## src/rtl/qd_sram_pkg.sv

```systemverilog
// Shared encodings for the SRAM arbiter and its cycle sequencer.
package qd_sram_pkg;

  // Sequencer states; numeric values are kept from the legacy encoding.
  typedef enum logic [1:0] {
    IDLE   = 2'd0,
    SETUP  = 2'd1,
    ACCESS = 2'd2,
    HOLD   = 2'd3
  } state_t;

  // Which requester owns the access in flight.
  typedef enum logic {
    GNT_HOST = 1'b0,
    GNT_CON  = 1'b1
  } gnt_t;

  // Width of the access down-counter and the starvation counter (limits 1..15).
  localparam int unsigned CNT_W = 4;

endpackage

```

## src/rtl/sram_cycle.sv

```systemverilog
// SRAM access sequencer: runs one SETUP / ACCESS / HOLD cycle per start and
// generates the active-low strobes and pad output enable.
module sram_cycle
  import qd_sram_pkg::*;
#(
  parameter int unsigned ADDR_W        = 21,
  parameter int unsigned DATA_W        = 8,
  parameter int unsigned ACCESS_CYCLES = 2
) (
  input  logic              clk,
  input  logic              reset,
  input  logic              i_start,
  input  logic              i_we,
  input  logic [ADDR_W-1:0] i_addr,
  input  logic [DATA_W-1:0] i_wdata,
  output state_t            o_state,
  output logic              o_capture,
  output logic [ADDR_W-1:0] o_addr,
  output logic [DATA_W-1:0] o_dout,
  output logic              o_dout_oe,
  output logic              o_ce_n,
  output logic              o_oe_n,
  output logic              o_we_n
);

  state_t             r_state;
  logic [CNT_W-1:0]   r_cnt;
  logic               r_we;
  logic [ADDR_W-1:0]  r_addr;
  logic [DATA_W-1:0]  r_dout;
  logic               w_in_access;
  logic               w_last;

  // State sequencing and latching of the access parameters at start.
  always_ff @(posedge clk or posedge reset) begin
    if (reset) begin
      r_state <= IDLE;
      r_cnt   <= '0;
      r_we    <= 1'b0;
      r_addr  <= '0;
      r_dout  <= '0;
    end else begin
      case (r_state)
        IDLE, HOLD: begin
          if (i_start) begin
            r_state <= SETUP;
            r_we    <= i_we;
            r_addr  <= i_addr;
            if (i_we) begin
              r_dout <= i_wdata;
            end
          end else begin
            r_state <= IDLE;
          end
        end
        SETUP: begin
          r_state <= ACCESS;
          r_cnt   <= CNT_W'(ACCESS_CYCLES - 1);
        end
        ACCESS: begin
          if (r_cnt == '0) begin
            r_state <= HOLD;
          end else begin
            r_cnt <= r_cnt - CNT_W'(1);
          end
        end
        default: r_state <= IDLE;
      endcase
    end
  end

  // Strobes decode straight from state so an async reset releases them at once.
  always_comb begin
    w_in_access = (r_state == ACCESS);
    w_last      = w_in_access && (r_cnt == '0);
    o_state     = r_state;
    o_capture   = w_last && !r_we;
    o_addr      = r_addr;
    o_dout      = r_dout;
    o_ce_n      = (r_state == IDLE);
    o_oe_n      = !(w_in_access && !r_we);
    o_we_n      = !(w_in_access && r_we);
    o_dout_oe   = r_we && (r_state != IDLE);
  end

endmodule

```

## src/rtl/sram_arbiter.sv

```systemverilog
// Two-port SRAM arbiter: host (AVR) and console share one external SRAM.
// Holds arbitration, starvation tracking, grant latch and ack/rdata steering.
module sram_arbiter
  import qd_sram_pkg::*;
#(
  parameter int unsigned ADDR_W        = 21,
  parameter int unsigned DATA_W        = 8,
  parameter int unsigned ACCESS_CYCLES = 2,
  parameter int unsigned STARVE_LIMIT  = 4
) (
  input  logic              clk,
  input  logic              reset,
  input  logic              host_only,
  input  logic              host_req,
  input  logic              host_we,
  input  logic [ADDR_W-1:0] host_addr,
  input  logic [DATA_W-1:0] host_wdata,
  output logic [DATA_W-1:0] host_rdata,
  output logic              host_ack,
  input  logic              con_req,
  input  logic              con_we,
  input  logic [ADDR_W-1:0] con_addr,
  input  logic [DATA_W-1:0] con_wdata,
  output logic [DATA_W-1:0] con_rdata,
  output logic              con_ack,
  output logic [ADDR_W-1:0] sram_addr,
  output logic [DATA_W-1:0] sram_dout,
  output logic              sram_dout_oe,
  input  logic [DATA_W-1:0] sram_din,
  output logic              sram_ce_n,
  output logic              sram_oe_n,
  output logic              sram_we_n,
  output logic              busy
);

  state_t            w_state;
  logic              w_capture;
  gnt_t              r_gnt;
  logic [CNT_W-1:0]  r_starve;
  logic [DATA_W-1:0] r_host_rdata;
  logic [DATA_W-1:0] r_con_rdata;
  logic              w_hold;
  logic              w_host_v;
  logic              w_con_v;
  logic              w_pick_con;
  logic              w_start;
  logic              w_sel_we;
  logic [ADDR_W-1:0] w_sel_addr;
  logic [DATA_W-1:0] w_sel_wdata;

  // Arbitration in IDLE or HOLD; in HOLD the requester being acked is excluded
  // because its req is still high during the ack cycle.
  always_comb begin
    w_hold      = (w_state == HOLD);
    w_host_v    = host_req && !(w_hold && (r_gnt == GNT_HOST));
    w_con_v     = con_req && !host_only && !(w_hold && (r_gnt == GNT_CON));
    w_pick_con  = w_con_v && (!w_host_v || (r_starve != CNT_W'(STARVE_LIMIT)));
    w_start     = ((w_state == IDLE) || w_hold) && (w_host_v || w_con_v);
    w_sel_we    = w_pick_con ? con_we    : host_we;
    w_sel_addr  = w_pick_con ? con_addr  : host_addr;
    w_sel_wdata = w_pick_con ? con_wdata : host_wdata;
  end

  // Starvation counter: console grants while the host waits, saturating.
  always_ff @(posedge clk or posedge reset) begin
    if (reset) begin
      r_starve <= '0;
    end else if (!host_req) begin
      r_starve <= '0;
    end else if (w_start && !w_pick_con) begin
      r_starve <= '0;
    end else if (w_start && (r_starve != CNT_W'(STARVE_LIMIT))) begin
      r_starve <= r_starve + CNT_W'(1);
    end
  end

  // Grant latch for ack and read-data steering.
  always_ff @(posedge clk or posedge reset) begin
    if (reset) begin
      r_gnt <= GNT_HOST;
    end else if (w_start) begin
      r_gnt <= w_pick_con ? GNT_CON : GNT_HOST;
    end
  end

  // Read data capture on the final ACCESS edge into the granted register.
  always_ff @(posedge clk or posedge reset) begin
    if (reset) begin
      r_host_rdata <= '0;
      r_con_rdata  <= '0;
    end else if (w_capture) begin
      if (r_gnt == GNT_CON) begin
        r_con_rdata <= sram_din;
      end else begin
        r_host_rdata <= sram_din;
      end
    end
  end

  sram_cycle #(
    .ADDR_W        (ADDR_W),
    .DATA_W        (DATA_W),
    .ACCESS_CYCLES (ACCESS_CYCLES)
  ) u_cycle (
    .clk       (clk),
    .reset     (reset),
    .i_start   (w_start),
    .i_we      (w_sel_we),
    .i_addr    (w_sel_addr),
    .i_wdata   (w_sel_wdata),
    .o_state   (w_state),
    .o_capture (w_capture),
    .o_addr    (sram_addr),
    .o_dout    (sram_dout),
    .o_dout_oe (sram_dout_oe),
    .o_ce_n    (sram_ce_n),
    .o_oe_n    (sram_oe_n),
    .o_we_n    (sram_we_n)
  );

  assign host_ack   = w_hold && (r_gnt == GNT_HOST);
  assign con_ack    = w_hold && (r_gnt == GNT_CON);
  assign host_rdata = r_host_rdata;
  assign con_rdata  = r_con_rdata;
  assign busy       = (w_state != IDLE);

endmodule

```

## config.mk

```make
export PLATFORM = sky130hd
export DESIGN_NAME = sram_arbiter
export DESIGN_NICKNAME = d
export VERILOG_FILES = /design/src/rtl/qd_sram_pkg.sv /design/src/rtl/sram_cycle.sv /design/src/rtl/sram_arbiter.sv
export SDC_FILE = /design/constraint.sdc
export NUM_CORES = 1
export LEC_CHECK = 0
export ABC_AREA = 1
export CORE_MARGIN = 2
export CORE_UTILIZATION = 43
export CTS_BUF_LIST = sky130_fd_sc_hd__clkbuf_2 sky130_fd_sc_hd__clkbuf_4 sky130_fd_sc_hd__clkbuf_8
export DETAILED_ROUTE_END_ITERATION = 16
export PLACE_DENSITY = 0.82
export REMOVE_ABC_BUFFERS = 1
export SKIP_LAST_GASP = 1
export SLEW_MARGIN = 10
export SYNTH_ARGS = -nofsm -noshare
export SYNTH_HDL_FRONTEND = slang
export SYNTH_SLANG_ARGS = --single-unit
```

## constraint.sdc

```tcl
create_clock -name clk -period 2 [get_ports clk]
set_input_delay 0.2 -clock clk [delete_from_list [all_inputs] [get_ports clk]]
set_output_delay 0.2 -clock clk [all_outputs]
set_load 0.05 [all_outputs]
```

**Yosys cells after proc, flatten, opt, wreduce, memory -nomap -nowiden**

Cells that the tools add are included.

- Flip-flop bits (word level): 57
- Bits in latches: 0
- RAM bits: 0
- Memory bits (read-only): 0
- Input bits: 73
- Output and inout bits: 52
- Logic and storage cells: 66
- Memories kept: 0

- Add/subtract/negate cells: 2
- Multipliers: 0
- Div/mod/pow operators: 0
- Magnitude comparators: 0
- Eq/ne operators: 7
- Shifts and indexed selects: 0
- Mux-type cells: 12
- Bitwise gates (word level): 1
- Reduce and logical (&&, ||, !) cells: 35

Operators with widths:

| cell | number |
|---|---|
| two-way mux 21 bit | 1 |
| two-way mux 4 bit | 4 |
| logical AND 1 bit | 14 |
| logical NOT 1 bit | 8 |
| two-way mux 8 bit | 1 |
| case mux 4 bit (2 select lines) | 1 |
| AND reduction 2 bit | 4 |
| case mux 2 bit (3 select lines) | 1 |
| adder 4 x 1 -> 4 bit (second input constant) | 1 |
| equality test 2 bit (second input constant) | 2 |
| logical NOT 4 bit | 1 |
| != test 2 bit (second input constant) | 2 |
| != test 4 x 3 -> 1 bit (second input constant) | 1 |
| nonzero test 2 bit | 2 |
| subtractor 4 x 1 -> 4 bit (second input constant) | 1 |
| logical OR 1 bit | 3 |
| two-way mux 1 bit | 3 |
| != test 3 x 1 -> 1 bit (second input constant) | 1 |
| AND reduction 3 bit | 1 |
| equality test 2 x 1 -> 1 bit (second input constant) | 1 |
| logical NOT 2 bit | 1 |
| two-way mux 2 bit | 1 |
| OR reduction 2 bit | 1 |
| NOT 1 bit | 1 |

**Logic depth before layout (Yosys ltp)**

- Depth after elaboration: 11
- Mapped depth: 11

**By module**

Synthesis repeated with hierarchy kept, for this count alone.

- Cells, all modules: 385
- Area total of the unflattened synthesis: 2,931.6 µm²

Modules (own cells, without submodules):

| module | instances | cells each | area each (µm²) | seq. area each (µm²) |
|---|---|---|---|---|
| sram_cycle | 1 | 175 | 1,524.0 | 900.9 |
| sram_arbiter | 1 | 210 | 1,407.6 | 525.5 |

**Least setup slack after synthesis**

No wires, ideal clock.

- Kind: reg2out
- Start: reg u_cycle.r_state[0], in the netlist u_cycle.o_state[0]
- End: out sram_dout_oe
- Arrival time: 1.533 ns
- Required time: 1.800 ns
- Setup slack: 0.267 ns
- Stages on the path, launching flop included: 4
- Cell sequence: dfrtp_1 > inv_1 > ha_1 > nor2_1

- Longest elaborated chain between the ends: 2

Ends and longest elaborated chain:

| what | line | text |
|---|---|---|
| start: declaration | sram_cycle.sv:26 | `state_t r_state;` |
| start signal: assignment | sram_cycle.sv:37 | `r_state <= IDLE;` |
| start signal: assignment | sram_cycle.sv:46 | `r_state <= SETUP;` |
| start signal: assignment | sram_cycle.sv:53 | `r_state <= IDLE;` |
| nonzero test 2 bit | sram_cycle.sv:83 | `o_dout_oe = r_we && (r_state != IDLE);` |
| logical AND 1 bit | sram_cycle.sv:83 |  |
| end: declaration | sram_arbiter.sv:28 | `output logic sram_dout_oe,` |

Every way passes these cells.

**Worst setup path in the final report**

- Start: reg u_cycle.r_state[0], in the netlist u_cycle.o_state[0]
- End: out sram_oe_n

- Longest elaborated chain between the ends: 3

Ends and longest elaborated chain:

| what | line | text |
|---|---|---|
| equality test 2 bit | sram_cycle.sv:74 | `w_in_access = (r_state == ACCESS);` |
| logical AND 1 bit | sram_cycle.sv:81 | `o_oe_n = !(w_in_access && !r_we);` |
| logical NOT 1 bit | sram_cycle.sv:81 |  |
| end: declaration | sram_arbiter.sv:31 | `output logic sram_oe_n,` |

Every way passes these cells.

==> out/metrics.yaml <==
powerDensity_mw_per_mm2: 1820
wirelength_um: 7390
status: "completed"
drtIter0Drc: 157
postRouteAntennaNets: 0
grt_pass1_vias: 2766
synth-seq-cells: 57
reg2reg_slack_ns: 0.20
gp_congestion: 0.852
place.detailed.hpwl_um: 5350
yosysSeqAreaShare: 0.515
row_count: 29
nNetsFinal: 550
synth_cell_type_count: 23
synth_largest_area_cell: "dfrtp_1"
crit_arrival_ns: 1.65
wl_per_cell_um: 13.4
synthTopCellsByArea: "dfrtp_1 (52%), nand2_1 (16%), nand3_1 (10%), inv_1 (3.9%), o21ai_0 (3.8%)"
max_slew_margin: 0.645
worst-path-max-fanout: 7
worstSetupPathType: "flip-flop to primary output"
fmax_mhz: 540
area_growth_pct: 55.4
setup_tns_ns: 0
cts_made_buffers: 9
reg2reg_to: "u_cycle.o_dout[1]$_DFFE_PP0P_"
clkTransAtPathRegs_ns: 0.06
instances_no_fill: 551
hold_buffers: 0
critPathLaunchType: "flip-flop"
drive_gt1_frac: 0.0949
syn_inst: 337
firstDrtPassIters: 4
port_buffers: 124
placed_cells_incl_taps: 536
cts.sink_count: 57
die_x_um: 84.2
die_h_um: 84.2
setup_viol: 0
critPathCaptureType: "primary output"
p_leak_nw: 2.09
core_area_mm2: 0.00628
cts_buffer_depth: 2
worst_slew_pin_slew_ns: 0.531
cts_tree: "done"
viasPerCell: 4.84
skew_ns: 0.00346
r2r-start: "u_cycle.o_state[0]$_DFFE_PP0P_"
syn_area_per_cell_um2: 8.22
finalHoldViolations: 0
io_pins: 125
synth_area_mm2: 0.00277
ys.warnings.count: 0
yosysTopAreaCellShare: 0.515
route.detailed.drc: 0
fin_crit_ns: 1.85
vias: 2665
ir_drop_mv: 1.06
cts_max_level: 3
grtUsageTotal: 0.219
drv_slew: 0
grt_antenna_before_repair: 0
postCtsSetupBuffers: 0
grt_max_degree: 58
initial_core_util: 0.441
reg2regPathDepth: 10
rsz0062_at_grt: "false"
grt_overflow: 0
fin_crit_sh: 0.926
clock-root-buffer: "clkbuf_8"
drv_cap: 0
holdCritPathClass: "primary input to asynchronous set/reset pin"
worstPathRequired_ns: 1.80
grt_pass1_wl_um: 12500
clock_latency_ns: 0.32
die_area_mm2: 0.00710
n_antenna_cell: 0
-- metrics by stage --
step / hold slack (ns) / worst slack, ns / total power [W] / area, um^2 / utilization
floorplan: 0.320 / 0.187 / 0.00512 / 2700 / -
global placement: 0.466 / 0.163 / 0.00667 / 4100 / 0.653
detailed placement: 0.478 / 0.0994 / 0.00678 / 4100 / 0.653
CTS: 0.266 / 0.0780 / 0.00788 / 4290 / 0.684
global route: 0.296 / 0.0188 / 0.00833 / 4300 / 0.686
finish: 0.262 / 0.148 / 0.00783 / 4300 / 0.686
-- cells in the final DEF (no fill, tap or decap), types with 2 or more instances in the layout --
cell and n:
o21ai_0 21, inv_2 3, clkbuf_8 11, a21oi_1 3, clkinv_2 2, inv_1 28, nand4_1 4, dfrtp_1 57
nand2_2 4, xor2_1 4, nand2_4 2, inv_4 2, nor2_1 8, nand3_1 55, clkdlybuf4s50_1 117, buf_4 13
nand3_2 2, ha_1 7, nand2_1 121
-- registers in the layout, indices dropped and copies added, names as in the netlist --
name	flops
r_starve	4
u_cycle.o_state	2
host_rdata	8
u_cycle.o_addr	21
u_cycle.r_we	1
u_cycle.r_cnt	4
u_cycle.o_dout	8
con_rdata	8
r_gnt	1
-- per-layer routing --
| metal | global-route usage | vias up | part of all wire |
|---|---|---|---|
| met2 | 0.372 | 96 | 0.49 |
| met3 | 0.0629 | 10 | 0.064 |
| met4 | 0.0894 | 0 | 0.012 |
| li1 | - | 1337 | - |
| met1 | 0.263 | 1222 | 0.44 |
| met5 | 0 | - | 0 |
-- cells by family after synthesis --
family / after synthesis / synth area share
simple gates: 198 / 0.315
flops: 57 / 0.515
buf+inv: 43 / 0.0691
compound gates: 28 / 0.0569
fa+ha+maj: 7 / 0.0316
xor+xnor: 4 / 0.0127
-- synthesized netlist by cell type (all sizes together) --
library cell  instances
o22ai                 1
o211ai                1
nand2               127
inv                  33
nand3                58
dfrtp                57
nor2                  9
clkbuf                1
nand4                 4
o21bai                1
buf                   9
a21oi                 3
xor2                  4
ha                    7
o21ai                22
-- what timing repair did --
item / CTS / global route
pin swaps: 0 / 1
endpoints found under the setup margin: 1 / 29
gates resized for setup: 1 / 4
-- how the worst max path moves through the flow --
| stage | start | endpoint | cells past startpoint |
|---|---|---|---|
| floorplan | u_cycle.o_state[0]$_DFFE_PP0P_ | u_cycle.o_addr[0]$_DFFE_PP0P_ | 10 |
| global placement | u_cycle.o_state[0]$_DFFE_PP0P_ | u_cycle.o_addr[0]$_DFFE_PP0P_ | 9 |
| detailed placement | r_starve[0]$_DFFE_PP0P_ | u_cycle.o_addr[8]$_DFFE_PP0P_ | 8 |
| CTS | r_starve[0]$_DFFE_PP0P_ | u_cycle.o_addr[17]$_DFFE_PP0P_ | 8 |
| global route | u_cycle.o_state[0]$_DFFE_PP0P_ | u_cycle.o_dout[6]$_DFFE_PP0P_ | 10 |
| finish | u_cycle.o_state[0]$_DFFE_PP0P_ | sram_oe_n | 6 |
-- area by class of cell --
type | count | area (um^2)
Tap cell | 77 | 96.3
Clock inverter | 3 | 40.0
Inverter | 33 | 129
Clock buffer | 12 | 159
Timing Repair Buffer | 132 | 1300
Sequential cell | 57 | 1430
Fill cell | 519 | 1970
Multi-Input combinational cell | 237 | 1160
-- worst max-delay path: stages (launching register included) --
cell	delay (ns)
dfrtp_1	0.40
inv_1	0.09
ha_1	0.31
inv_1	0.09
nor2_1	0.19
inv_1	0.07
buf_4	0.19
-- where the power goes --
group / internal [W] / switching, W / total (W) / leakage [nW]
Combinational: 0.00155 / 0.00318 / 0.00473 / 1.29
Clock: 0.000646 / 0.000434 / 0.00108 / 0.106
Sequential: 0.00170 / 0.000313 / 0.00202 / 0.697
Total: 0.00390 / 0.00393 / 0.00783 / 2.09
Note: power is estimated with default switching activity, not from simulation.
